--- src/rtl/lsu_pkg.sv ---
// Shared encodings for the Wishbone load/store unit: access sizes, response
// error codes, controller states and the request legality check.
package lsu_pkg;

    typedef enum logic [1:0] {
        SizeByte    = 2'b00,
        SizeHalf    = 2'b01,
        SizeWord    = 2'b10,
        SizeIllegal = 2'b11
    } lsu_size_e;

    typedef enum logic [1:0] {
        ErrNone    = 2'b00,
        ErrAlign   = 2'b01,
        ErrBus     = 2'b10,
        ErrTimeout = 2'b11
    } lsu_err_e;

    typedef enum logic [1:0] {
        StIdle = 2'b00,
        StBus  = 2'b01,
        StResp = 2'b10
    } lsu_state_e;

    // True when the request must be rejected without touching the bus.
    function automatic logic req_illegal(lsu_size_e size, logic [1:0] addr_lo);
        logic bad;
        unique case (size)
            SizeByte: bad = 1'b0;
            SizeHalf: bad = addr_lo[0];
            SizeWord: bad = (addr_lo != 2'b00);
            default:  bad = 1'b1;
        endcase
        return bad;
    endfunction

endpackage

--- src/rtl/wb_lane_align.sv ---
// Combinational byte-lane steering: store lane enables and replicated write
// data, plus extraction and extension of load data from the bus word.
module wb_lane_align
    import lsu_pkg::*;
#(
    parameter int unsigned XLEN = 32
) (
    input  lsu_size_e         size_i,
    input  logic [1:0]        addr_lo_i,
    input  logic              unsigned_i,
    input  logic [XLEN-1:0]   wdata_i,
    input  logic [XLEN-1:0]   bus_rdata_i,
    output logic [3:0]        sel_o,
    output logic [XLEN-1:0]   bus_wdata_o,
    output logic [XLEN-1:0]   load_data_o
);

    logic [7:0]  byte_lane;
    logic [15:0] half_lane;

    assign byte_lane = bus_rdata_i[{addr_lo_i, 3'b000} +: 8];
    assign half_lane = bus_rdata_i[{addr_lo_i[1], 4'b0000} +: 16];

    // Lane enables, replicated store data and extended load data per access size
    always_comb begin
        sel_o       = 4'b0000;
        bus_wdata_o = '0;
        load_data_o = '0;
        unique case (size_i)
            SizeByte: begin
                sel_o       = 4'b0001 << addr_lo_i;
                bus_wdata_o = {4{wdata_i[7:0]}};
                load_data_o = {{24{~unsigned_i & byte_lane[7]}}, byte_lane};
            end
            SizeHalf: begin
                sel_o       = addr_lo_i[1] ? 4'b1100 : 4'b0011;
                bus_wdata_o = {2{wdata_i[15:0]}};
                load_data_o = {{16{~unsigned_i & half_lane[15]}}, half_lane};
            end
            SizeWord: begin
                sel_o       = 4'b1111;
                bus_wdata_o = wdata_i;
                load_data_o = bus_rdata_i;
            end
            default: begin
                sel_o       = 4'b0000;
                bus_wdata_o = '0;
                load_data_o = '0;
            end
        endcase
    end

endmodule

--- src/rtl/wb_lsu_ctrl.sv ---
// Load/store controller: accepts one CPU request at a time, runs a single
// Wishbone classic cycle with a timeout, and returns a one-cycle response.
module wb_lsu_ctrl
    import lsu_pkg::*;
#(
    parameter int unsigned XLEN           = 32,
    parameter int unsigned TIMEOUT_CYCLES = 255
) (
    input  logic              clk_i,
    input  logic              rst_n_i,
    input  logic              req_valid_i,
    output logic              req_ready_o,
    input  logic              req_we_i,
    input  logic [1:0]        req_size_i,
    input  logic              req_unsigned_i,
    input  logic [XLEN-1:0]   req_addr_i,
    input  logic [XLEN-1:0]   req_wdata_i,
    output logic              rsp_valid_o,
    output logic [XLEN-1:0]   rsp_rdata_o,
    output logic [1:0]        rsp_err_o,
    output logic              wb_cyc_o,
    output logic              wb_stb_o,
    output logic              wb_we_o,
    output logic [XLEN-3:0]   wb_adr_o,
    output logic [3:0]        wb_sel_o,
    output logic [XLEN-1:0]   wb_dat_o,
    input  logic [XLEN-1:0]   wb_dat_i,
    input  logic              wb_ack_i,
    input  logic              wb_err_i
);

    localparam logic [15:0] CntLast = 16'(TIMEOUT_CYCLES - 1);

    lsu_state_e      state_q, state_d;
    logic            we_q, uns_q;
    lsu_size_e       size_q;
    logic [XLEN-1:0] addr_q, wdata_q;
    logic [15:0]     cnt_q, cnt_d;
    lsu_err_e        rsp_err_q, rsp_err_d;
    logic [XLEN-1:0] rsp_rdata_q, rsp_rdata_d;

    logic            accept, illegal, in_bus, timeout;
    logic [3:0]      sel;
    logic [XLEN-1:0] bus_wdata, load_data;

    assign accept  = req_valid_i & (state_q == StIdle);
    assign illegal = req_illegal(lsu_size_e'(req_size_i), req_addr_i[1:0]);
    assign in_bus  = (state_q == StBus);
    assign timeout = (cnt_q == CntLast);

    wb_lane_align #(
        .XLEN (XLEN)
    ) u_lane_align (
        .size_i      (size_q),
        .addr_lo_i   (addr_q[1:0]),
        .unsigned_i  (uns_q),
        .wdata_i     (wdata_q),
        .bus_rdata_i (wb_dat_i),
        .sel_o       (sel),
        .bus_wdata_o (bus_wdata),
        .load_data_o (load_data)
    );

    // State register
    always_ff @(posedge clk_i or negedge rst_n_i) begin
        if (!rst_n_i) begin
            state_q <= StIdle;
        end else begin
            state_q <= state_d;
        end
    end

    // Next-state logic; bus err and ack take priority over timeout
    always_comb begin
        state_d = state_q;
        unique case (state_q)
            StIdle: begin
                if (req_valid_i) begin
                    state_d = illegal ? StResp : StBus;
                end
            end
            StBus: begin
                if (wb_err_i || wb_ack_i || timeout) begin
                    state_d = StResp;
                end
            end
            StResp:  state_d = StIdle;
            default: state_d = StIdle;
        endcase
    end

    // Bus and handshake outputs, all forced low outside the bus phase
    always_comb begin
        req_ready_o = (state_q == StIdle);
        rsp_valid_o = (state_q == StResp);
        wb_cyc_o    = in_bus;
        wb_stb_o    = in_bus;
        wb_we_o     = in_bus & we_q;
        wb_adr_o    = in_bus ? addr_q[XLEN-1:2] : '0;
        wb_sel_o    = in_bus ? sel : 4'b0000;
        wb_dat_o    = in_bus ? bus_wdata : '0;
    end

    assign rsp_rdata_o = rsp_rdata_q;
    assign rsp_err_o   = rsp_err_q;

    // Timeout counter and response next-state values
    always_comb begin
        cnt_d       = cnt_q;
        rsp_err_d   = rsp_err_q;
        rsp_rdata_d = rsp_rdata_q;
        if (accept) begin
            cnt_d = '0;
            if (illegal) begin
                rsp_err_d   = ErrAlign;
                rsp_rdata_d = '0;
            end
        end else if (in_bus) begin
            if (wb_err_i) begin
                rsp_err_d   = ErrBus;
                rsp_rdata_d = '0;
            end else if (wb_ack_i) begin
                rsp_err_d   = ErrNone;
                rsp_rdata_d = we_q ? '0 : load_data;
            end else if (timeout) begin
                rsp_err_d   = ErrTimeout;
                rsp_rdata_d = '0;
            end else begin
                cnt_d = cnt_q + 16'd1;
            end
        end
    end

    // Request capture, counter and response registers
    always_ff @(posedge clk_i or negedge rst_n_i) begin
        if (!rst_n_i) begin
            we_q        <= 1'b0;
            uns_q       <= 1'b0;
            size_q      <= SizeByte;
            addr_q      <= '0;
            wdata_q     <= '0;
            cnt_q       <= '0;
            rsp_err_q   <= ErrNone;
            rsp_rdata_q <= '0;
        end else begin
            if (accept) begin
                we_q    <= req_we_i;
                uns_q   <= req_unsigned_i;
                size_q  <= lsu_size_e'(req_size_i);
                addr_q  <= req_addr_i;
                wdata_q <= req_wdata_i;
            end
            cnt_q       <= cnt_d;
            rsp_err_q   <= rsp_err_d;
            rsp_rdata_q <= rsp_rdata_d;
        end
    end

endmodule

--- config.mk ---
export PLATFORM = sky130hd
export DESIGN_NAME = wb_lsu_ctrl
export DESIGN_NICKNAME = d
export VERILOG_FILES = /design/src/rtl/lsu_pkg.sv /design/src/rtl/wb_lane_align.sv /design/src/rtl/wb_lsu_ctrl.sv
export SDC_FILE = /design/constraint.sdc
export NUM_CORES = 1
export LEC_CHECK = 0
export BUFFER_PORTS_ARGS = -buffer_cell sky130_fd_sc_hd__buf_2
export CORE_AREA = 10 10 124 126
export DETAILED_ROUTE_END_ITERATION = 10
export DIE_AREA = 0 0 134 136
export HOLD_SLACK_MARGIN = 0.12
export PLACE_DENSITY_LB_ADDON = 0.3
export SLEW_MARGIN = 15
export SYNTH_ARGS = -nofsm -noshare
export SYNTH_HDL_FRONTEND = slang
export SYNTH_HIERARCHICAL = 1
export SYNTH_SLANG_ARGS = --single-unit
--- constraint.sdc ---
create_clock -name clk_i -period 2.4 [get_ports clk_i]
set_clock_uncertainty 0.05 [all_clocks]
set_input_delay 0.48 -clock clk_i [delete_from_list [all_inputs] [get_ports clk_i]]
set_output_delay 0.48 -clock clk_i [all_outputs]
set_load 0.01 [all_outputs]
==> results of run 1 <==
state kept, by name, summed over array words and instances, names as in the netlist:
register and flops:
size_q 2, uns_q 1, addr_q 32, wdata_q 32
rsp_err_o 2, rsp_rdata_o 32, cnt_q 16, state_q 2
we_q 1
path summary, 6_finish.rpt:
kind                            depth (start not counted)         endpoint  slack (ns)      startpoint
worst max-delay path                                    7      wb_dat_o[8]        0.02       size_q[1]
worst min-delay path                                    3       addr_q[12]        0.20  req_addr_i[12]
worst max register to register                          5  rsp_rdata_o[18]        0.42       addr_q[1]
worst min register to register                          2        addr_q[6]        0.41       addr_q[6]
max in group asynchronous                               3        size_q[0]        1.32         rst_n_i
min in group asynchronous                               3      wdata_q[19]        0.59         rst_n_i
per-stage QoR:
stage                     instance area, µm²  TNS [ns]  hold WS (ns)  cells
after CTS                               8390         0         0.183   1138
after floorplan                         6550         0         0.134    753
after detailed placement                7720         0         0.404   1105
after global placement                  7720         0         0.400   1105
after global routing                    8410    -0.213         0.196   1141
final                                   8420         0         0.197   1143
cell usage in the layout, fill, tap and decap left out, types with 5 or more instances in the layout:
cell / instances
sky130_fd_sc_hd__clkbuf_16: 17
sky130_fd_sc_hd__a21oi_1: 24
sky130_fd_sc_hd__nand3_2: 11
sky130_fd_sc_hd__nor2b_1: 12
sky130_fd_sc_hd__and2_1: 76
sky130_fd_sc_hd__xor2_1: 6
sky130_fd_sc_hd__mux2_1: 6
sky130_fd_sc_hd__buf_4: 24
sky130_fd_sc_hd__buf_2: 208
sky130_fd_sc_hd__bufinv_16: 5
sky130_fd_sc_hd__o21ai_1: 28
sky130_fd_sc_hd__o31ai_1: 8
sky130_fd_sc_hd__inv_1: 14
sky130_fd_sc_hd__nor2_1: 16
sky130_fd_sc_hd__and3_1: 5
sky130_fd_sc_hd__a32oi_1: 7
sky130_fd_sc_hd__a22oi_1: 8
sky130_fd_sc_hd__nand2_1: 242
sky130_fd_sc_hd__dfrtp_1: 119
sky130_fd_sc_hd__o21ai_0: 5
sky130_fd_sc_hd__a22o_1: 31
sky130_fd_sc_hd__a21o_1: 9
sky130_fd_sc_hd__nand3_1: 13
metal layers:
layer | vias up | wire [µm]
li1 | 2910 | -
met1 | 2812 | 8080
met2 | 279 | 8700
met3 | 34 | 2280
met4 | 4 | 392
met5 | - | 34
cell families (layout without fill, tap and decap cells):
family                     Yosys count  after routing
xor gates and xnor gates             8              8
and+or+nand+nor                    405            405
DFF                                120            120
other                                0              2
adders and majority gates            2              2
buffers and inverters               69            281
AOI/OAI and AO/OA                  135            135
muxes                               14             14
timing repair:
item,4_1_cts,5_1_grt
hold endpoints to repair,120,0
buffers inserted,0,3
endpoints found under the setup margin,4,6
hold buffers,1,0
cloned,0,0
gates resized for setup,2,2
power by group through the flow:
stage               registers [mW]  logic (mW)  clock network (mW)
floorplan                     2.71        1.76                   0
global placement              2.77        2.40                   0
detailed placement            2.79        2.43                   0
CTS                           2.77        2.45                2.85
global route                  2.82        2.77                2.95
finish                        2.77        2.48                2.81
worst register-to-register path: stages (launching register included):
cell                      delay [ns]
sky130_fd_sc_hd__dfrtp_1        0.56
sky130_fd_sc_hd__mux2_4         0.36
sky130_fd_sc_hd__a32oi_4        0.26
sky130_fd_sc_hd__buf_4          0.29
sky130_fd_sc_hd__nand3_1        0.12
sky130_fd_sc_hd__a22o_1         0.22
area by class of cell:
| cell class | count | share of cell area [%] |
|---|---|---|
| multi-input combinational | 564 | 38.4 |
| timing repair buffer | 234 | 14.9 |
| sequential | 120 | 35.7 |
| antenna | 2 | 0.0594 |
| inverter | 15 | 0.669 |
| clock inverter | 13 | 2.38 |
| clock buffer | 19 | 5.38 |
| tap | 176 | 2.62 |
==> impl_metrics.xml, run 1 <==
<?xml version="1.0" encoding="UTF-8"?>
<metrics>
  <group name="synth">
    <metric name="synth_nets" unit="">860</metric>
    <metric name="yosysMostFrequentCell" unit="">sky130_fd_sc_hd__nand2_1</metric>
    <metric name="synth_async_sr_flop_share" unit="%">100</metric>
    <metric name="synth_top_flop_cell" unit="">sky130_fd_sc_hd__dfrtp_1</metric>
    <metric name="synth_cell_types" unit="">60</metric>
    <metric name="yosys.area.top_type_share" unit="%">45.8</metric>
    <metric name="synth_top_family_by_area" unit="">simple AND/OR/NAND/NOR gates</metric>
    <metric name="synth.area.mux_share" unit="%">2.41</metric>
    <metric name="synth_area_leaders" unit="">sky130_fd_sc_hd__dfrtp_1 (46%), sky130_fd_sc_hd__nand2_1 (14%), sky130_fd_sc_hd__and2_1 (7.4%)</metric>
    <metric name="synth_xor_area_share" unit="%">1.07</metric>
    <metric name="synth.ff_latch_count" unit="">120</metric>
    <metric name="synth_enable_flop_cells" unit="">0</metric>
    <metric name="post_synth_and_or_nand_nor_area_fraction" unit="%">30.2</metric>
    <metric name="syn_area" unit="mm²">0.00655</metric>
    <metric name="synth_top_cell_by_area" unit="">sky130_fd_sc_hd__dfrtp_1</metric>
    <metric name="synth-compound-area-share" unit="%">14.9</metric>
    <metric name="synth_commonest_cells" unit="">sky130_fd_sc_hd__nand2_1 (243), sky130_fd_sc_hd__dfrtp_1 (120), sky130_fd_sc_hd__and2_1 (78)</metric>
    <metric name="post_synth_fa_ha_maj_area_fraction" unit="%">0.382</metric>
    <metric name="syn_avg_cell_area" unit="µm²">8.70</metric>
    <metric name="seq_area_frac_synth" unit="%">45.8</metric>
    <metric name="synthesis.instances" unit="">753</metric>
    <metric name="synthesis.yosys.warnings" unit="">6</metric>
  </group>
  <group name="layout">
    <metric name="final_layout_size_suffix_gt1_share" unit="%">31.5</metric>
    <metric name="final-seq-area" unit="mm²">0.00300</metric>
    <metric name="final_util" unit="%">64.9</metric>
    <metric name="multiInputGateArea" unit="mm²">0.00323</metric>
    <metric name="synthesis_to_layout_area_growth" unit="%">28.5</metric>
    <metric name="n_fill_cell" unit="">1106</metric>
    <metric name="layout.nets" unit="">1059</metric>
  </group>
  <group name="sta">
    <metric name="max_slew_margin" unit="%">65.5</metric>
    <metric name="timing_hold_violations_final" unit="">0</metric>
    <metric name="timing_worst_slew_pin_value" unit="ns">0.518</metric>
    <metric name="finalMaxSlewViolations" unit="">0</metric>
    <metric name="report.final.setup_viol" unit="">0</metric>
    <metric name="period_needed" unit="ns">2.38</metric>
    <metric name="achievable-frequency" unit="MHz">419</metric>
    <metric name="timing.final.crit_share" unit="%">99.3</metric>
    <metric name="grt_setup_unrepaired" unit="">true</metric>
    <metric name="post-route-worst-setup-slack" unit="ns">0.0162</metric>
  </group>
  <group name="grt">
    <metric name="grt_overflow_total" unit="">0</metric>
    <metric name="gr-max-usage-layer" unit="">met2</metric>
    <metric name="number_of_global_route_vias_before_repair" unit="">6013</metric>
    <metric name="grtUsageTotal" unit="%">21.0</metric>
    <metric name="largest_net_degree_at_the_start_of_global_routing" unit="">84</metric>
    <metric name="grt_pass1_wl" unit="mm">30.8</metric>
    <metric name="grtUsageMet2" unit="%">32.1</metric>
    <metric name="grt.met3_usage" unit="%">9.74</metric>
    <metric name="met1_usage" unit="%">25.3</metric>
    <metric name="number_of_antenna_violations_at_the_first_check_in_global_routing" unit="">3</metric>
  </group>
  <group name="detailed_routing">
    <metric name="post_drt_wl_per_cell" unit="µm">17.0</metric>
    <metric name="postRouteWirelength" unit="mm">19.5</metric>
    <metric name="antenna_violating_nets_post_route" unit="">0</metric>
    <metric name="via_count" unit="">6039</metric>
    <metric name="dr_drc_count" unit="">0</metric>
    <metric name="detail_route.iter0.violations" unit="">484</metric>
    <metric name="detailedRoute.firstPassIterationCount" unit="">7</metric>
    <metric name="drt-vias-per-instance" unit="">5.28</metric>
  </group>
  <group name="critical_path">
    <metric name="path_max_fanout" unit="">14</metric>
    <metric name="critical_path.top_delay_family" unit="">buffers and inverters</metric>
    <metric name="endpoint_kind" unit="">primary output</metric>
    <metric name="cp_cell_sequence" unit="">buf_4, nor2b_1, buf_4, nand2_1, o21ai_1, and2_1, buf_2</metric>
    <metric name="worst-endpoint-arrival" unit="ns">1.85</metric>
    <metric name="path_buf_inv" unit="">3</metric>
    <metric name="crit_path_frequent_cell" unit="">sky130_fd_sc_hd__buf_4</metric>
    <metric name="path_class" unit="">register to primary output</metric>
    <metric name="startpoint_kind_of_the_worst_setup_timing_path" unit="">register</metric>
    <metric name="crit_path_max_incr_delay" unit="ns">0.38</metric>
    <metric name="cpMaxStageDelayCell" unit="">sky130_fd_sc_hd__dfrtp_1</metric>
    <metric name="critPathRequiredTime" unit="ns">1.87</metric>
  </group>
  <group name="pwr">
    <metric name="switching_share" unit="%">33.4</metric>
    <metric name="power.internal" unit="mW">5.36</metric>
    <metric name="seq_power_share" unit="%">34.3</metric>
    <metric name="relative_contribution_of_the_clock_network_to_total_power" unit="%">34.9</metric>
    <metric name="leakage" unit="nW">4.65</metric>
    <metric name="p_per_area" unit="mW/mm²">957</metric>
    <metric name="combinational_power_share" unit="%">30.7</metric>
    <metric name="power.switching" unit="mW">2.69</metric>
    <metric name="total_power" unit="mW">8.06</metric>
    <metric name="ir_worst_vdd" unit="mV">0.563</metric>
  </group>
  <group name="cts">
    <metric name="cts_tree" unit="">done</metric>
    <metric name="cts_inserted_buffers" unit="">17</metric>
    <metric name="clock_sinks" unit="">120</metric>
    <metric name="clock_latency_at_the_later_pin_of_the_worst_skew_pair" unit="ns">0.42</metric>
    <metric name="clk_root_buffer_cell" unit="">sky130_fd_sc_hd__clkbuf_16</metric>
    <metric name="path_clk_slew" unit="ns">0.06</metric>
    <metric name="ctsHtreeMaxLevel" unit="">4</metric>
    <metric name="clock_path_buffers" unit="">2</metric>
  </group>
  <group name="floorplan">
    <metric name="die_width" unit="µm">134</metric>
    <metric name="pin_count" unit="">210</metric>
    <metric name="initial_core_util" unit="%">50.5</metric>
    <metric name="die-area" unit="mm²">0.0182</metric>
    <metric name="std_cell_rows" unit="">42</metric>
    <metric name="die_height" unit="µm">136</metric>
    <metric name="core_area" unit="mm²">0.0130</metric>
  </group>
  <group name="placed_design">
    <metric name="detailedPlace.worstSlack" unit="ns">0.365</metric>
    <metric name="dpl.hpwl" unit="mm">14.1</metric>
    <metric name="routabilityCongestion" unit="">0.912</metric>
    <metric name="placement.io_buffers" unit="">209</metric>
  </group>
  <group name="outcome">
    <metric name="status" unit="">finished clean</metric>
  </group>
  <group name="min_path">
    <metric name="min-delay-path-class" unit="">primary input to register</metric>
  </group>
  <group name="run">
    <metric name="drv_cap" unit="">0</metric>
  </group>
</metrics>
Note: power is estimated with default switching activity, not from simulation.
==> inputs of run 2 (changes only) <==
==> constraint.sdc (replaced) <==
create_clock -name clk_i -period 2.4 [get_ports clk_i]
set_clock_uncertainty 0.05 [all_clocks]
set_input_delay 0.36 -clock clk_i [delete_from_list [all_inputs] [get_ports clk_i]]
set_output_delay 0.36 -clock clk_i [all_outputs]
set_load 0.01 [all_outputs]
==> run 2 against run 1 <==
Compared with the run above:
- sequential cell count is the same
- first-iteration DRC count rose by 8.3%
- wire length rose by 8.3%
- die area did not move
- critical path type unchanged
- largest cell class unchanged
==> impl_metrics.xml, run 2 (synthesis gave the netlist of run 1 again) <==
<?xml version="1.0" encoding="UTF-8"?>
<metrics>
  <group name="outcome">
    <metric name="status" unit="">finished clean</metric>
  </group>
  <group name="cts">
    <metric name="path_clk_slew" unit="ns">0.05</metric>
    <metric name="cts_tree" unit="">done</metric>
    <metric name="cts_inserted_buffers" unit="">17</metric>
    <metric name="clk_root_buffer_cell" unit="">sky130_fd_sc_hd__clkbuf_16</metric>
    <metric name="post_cts_buffers" unit="">0</metric>
    <metric name="clock_sinks" unit="">120</metric>
    <metric name="clock_path_buffers" unit="">2</metric>
    <metric name="clock_latency_at_the_later_pin_of_the_worst_skew_pair" unit="ns">0.42</metric>
    <metric name="ctsHtreeMaxLevel" unit="">4</metric>
  </group>
  <group name="floorplan">
    <metric name="die-area" unit="mm²">0.0182</metric>
    <metric name="die_height" unit="µm">136</metric>
    <metric name="core_area" unit="mm²">0.0130</metric>
    <metric name="initial_core_util" unit="%">50.5</metric>
    <metric name="pin_count" unit="">210</metric>
    <metric name="std_cell_rows" unit="">42</metric>
    <metric name="die_width" unit="µm">134</metric>
  </group>
  <group name="grt">
    <metric name="number_of_global_route_vias_before_repair" unit="">6580</metric>
    <metric name="grtUsageTotal" unit="%">23.0</metric>
    <metric name="grt_overflow_total" unit="">0</metric>
    <metric name="largest_net_degree_at_the_start_of_global_routing" unit="">51</metric>
    <metric name="grt_pass1_wl" unit="mm">33.8</metric>
    <metric name="number_of_antenna_violations_at_the_first_check_in_global_routing" unit="">4</metric>
  </group>
  <group name="sta">
    <metric name="timing_hold_violations_final" unit="">0</metric>
    <metric name="max_slew_margin" unit="%">50.3</metric>
    <metric name="report.final.setup_viol" unit="">0</metric>
    <metric name="period_needed" unit="ns">2.30</metric>
    <metric name="setup_tns" unit="ns">0</metric>
    <metric name="grt_setup_unrepaired" unit="">false</metric>
    <metric name="finalMaxSlewViolations" unit="">0</metric>
    <metric name="timing.final.crit_share" unit="%">95.9</metric>
    <metric name="achievable-frequency" unit="MHz">434</metric>
    <metric name="timing_worst_slew_pin_value" unit="ns">0.741</metric>
  </group>
  <group name="min_path">
    <metric name="timing.hold.worst_path_depth" unit="">2</metric>
    <metric name="min-delay-path-class" unit="">primary input to register</metric>
    <metric name="worstHoldEndpoint" unit="">rsp_err_o[1]</metric>
    <metric name="hold_start" unit="">wb_err_i</metric>
  </group>
  <group name="run">
    <metric name="drv_cap" unit="">0</metric>
  </group>
  <group name="placed_design">
    <metric name="routabilityCongestion" unit="">0.892</metric>
    <metric name="dpl.hpwl" unit="mm">14.2</metric>
    <metric name="placement.io_buffers" unit="">209</metric>
  </group>
  <group name="critical_path">
    <metric name="path_class" unit="">register to primary output</metric>
    <metric name="worst_r2r_path_depth" unit="">8</metric>
    <metric name="endpoint_kind" unit="">primary output</metric>
    <metric name="worst-endpoint-arrival" unit="ns">1.89</metric>
    <metric name="critPathRequiredTime" unit="ns">1.99</metric>
    <metric name="crit-reg2reg-launch" unit="">cnt_q[0]</metric>
    <metric name="critical_path.reg2reg.endpoint" unit="">rsp_rdata_o[26]</metric>
    <metric name="startpoint_kind_of_the_worst_setup_timing_path" unit="">register</metric>
    <metric name="path_max_fanout" unit="">16</metric>
    <metric name="worst-r2r-setup-slack" unit="ns">0.40</metric>
  </group>
  <group name="detailed_routing">
    <metric name="post_drt_wl_per_cell" unit="µm">17.4</metric>
    <metric name="detail_route.iter0.violations" unit="">524</metric>
    <metric name="drt-vias-per-instance" unit="">5.32</metric>
    <metric name="via_count" unit="">6443</metric>
    <metric name="postRouteWirelength" unit="mm">21.1</metric>
    <metric name="detailedRoute.firstPassIterationCount" unit="">5</metric>
    <metric name="dr_drc_count" unit="">0</metric>
    <metric name="antenna_violating_nets_post_route" unit="">0</metric>
  </group>
  <group name="layout">
    <metric name="layout.cells.most_common_list" unit="">sky130_fd_sc_hd__nand2_1 (242), sky130_fd_sc_hd__buf_2 (208), sky130_fd_sc_hd__dfrtp_1 (120)</metric>
    <metric name="synthesis_to_layout_area_growth" unit="%">37.5</metric>
    <metric name="n_fill_cell" unit="">991</metric>
    <metric name="final_common_cell" unit="">sky130_fd_sc_hd__nand2_1</metric>
    <metric name="layout.nets" unit="">1125</metric>
    <metric name="final_layout_size_suffix_gt1_share" unit="%">28.8</metric>
  </group>
  <group name="pwr">
    <metric name="total_power" unit="mW">7.77</metric>
    <metric name="leakage" unit="nW">4.89</metric>
    <metric name="p_per_area" unit="mW/mm²">862</metric>
    <metric name="ir_worst_vdd" unit="mV">0.535</metric>
  </group>
</metrics>
run 2: cell count changes in the layout (fill, tap and decap cells not counted):
cell | before | now
sky130_fd_sc_hd__clkbuf_1 | 0 | 4
sky130_fd_sc_hd__clkinv_2 | 4 | 3
sky130_fd_sc_hd__dfrtp_2 | 1 | 0
sky130_fd_sc_hd__diode_2 | 2 | 4
sky130_fd_sc_hd__dlygate4sd3_1 | 1 | 69
sky130_fd_sc_hd__dfrtp_1 | 119 | 120
sky130_fd_sc_hd__clkinvlp_4 | 4 | 3
sky130_fd_sc_hd__buf_4 | 24 | 21
sky130_fd_sc_hd__clkbuf_8 | 2 | 4
sky130_fd_sc_hd__buf_12 | 1 | 2
sky130_fd_sc_hd__bufinv_16 | 5 | 1
run 2: worst max path at each step:
stage	end	cells past startpoint	start	slack [ns]
floorplan	rsp_rdata_o[31]	7	cnt_q[0]	0.62
global placement	rsp_rdata_o[5]	6	state_q[1]	0.47
detailed placement	rsp_rdata_o[17]	8	cnt_q[0]	0.42
CTS	wb_sel_o[0]	6	size_q[0]	0.02
global route	wb_dat_o[16]	4	size_q[1]	0.01
finish	wb_dat_o[16]	4	size_q[0]	0.1
run 2: report_power, final:
group	total [mW]	switching [mW]	internal [mW]
clock	2.41	0.883	1.53
combinational	2.60	1.52	1.08
sequential	2.77	0.312	2.46
total	7.77	2.71	5.06
run 2: metrics by stage:
| step | util, % | std cells | hold WS [ns] | setup slack, ns | instance area, µm² |
|---|---|---|---|---|---|
| after floorplan | - | 753 | 0.0144 | 0.618 | 6550 |
| after global placement | 59.6 | 1106 | 0.306 | 0.474 | 7740 |
| after detailed placement | 59.6 | 1106 | 0.303 | 0.419 | 7740 |
| after CTS | 69.3 | 1207 | 0.211 | 0.0156 | 8990 |
| after global routing | 69.4 | 1211 | 0.236 | 0.0145 | 9010 |
| final | 69.4 | 1211 | 0.231 | 0.0974 | 9010 |
run 2: metal layers:
layer  global-route usage, %  part of all wire [%]  vias up
li1                        -                     -     3039
met1                    27.8                    41     3049
met3                    8.30                   9.2       54
met2                    36.2                    46      301
met5                       0                     0        -
met4                    10.3                   3.2        0
run 2: critical path, stage by stage (launching register included):
cell and delay [ns]:
sky130_fd_sc_hd__dfrtp_1 0.41, sky130_fd_sc_hd__nor2b_2 0.61, sky130_fd_sc_hd__a21o_1 0.20, sky130_fd_sc_hd__and2_1 0.12, sky130_fd_sc_hd__buf_2 0.13
run 2: final cells by class:
type | instances | area (µm²) | area share [%]
Multi-Input combinational cell | 564 | 3230 | 35.8
Sequential cell | 120 | 3000 | 33.3
Timing Repair Buffer | 300 | 1930 | 21.4
Clock buffer | 25 | 495 | 5.50
Tap cell | 176 | 220 | 2.44
Clock inverter | 7 | 67.6 | 0.750
Inverter | 15 | 56.3 | 0.625
Antenna cell | 4 | 10.0 | 0.111
run 2: repair_timing:
| item | CTS | global route |
|---|---|---|
| gates resized for setup | 0 | 3 |
| hold buffers | 69 | 0 |
| setup endpoints to repair | 0 | 4 |
| hold endpoints to repair | 100 | 0 |
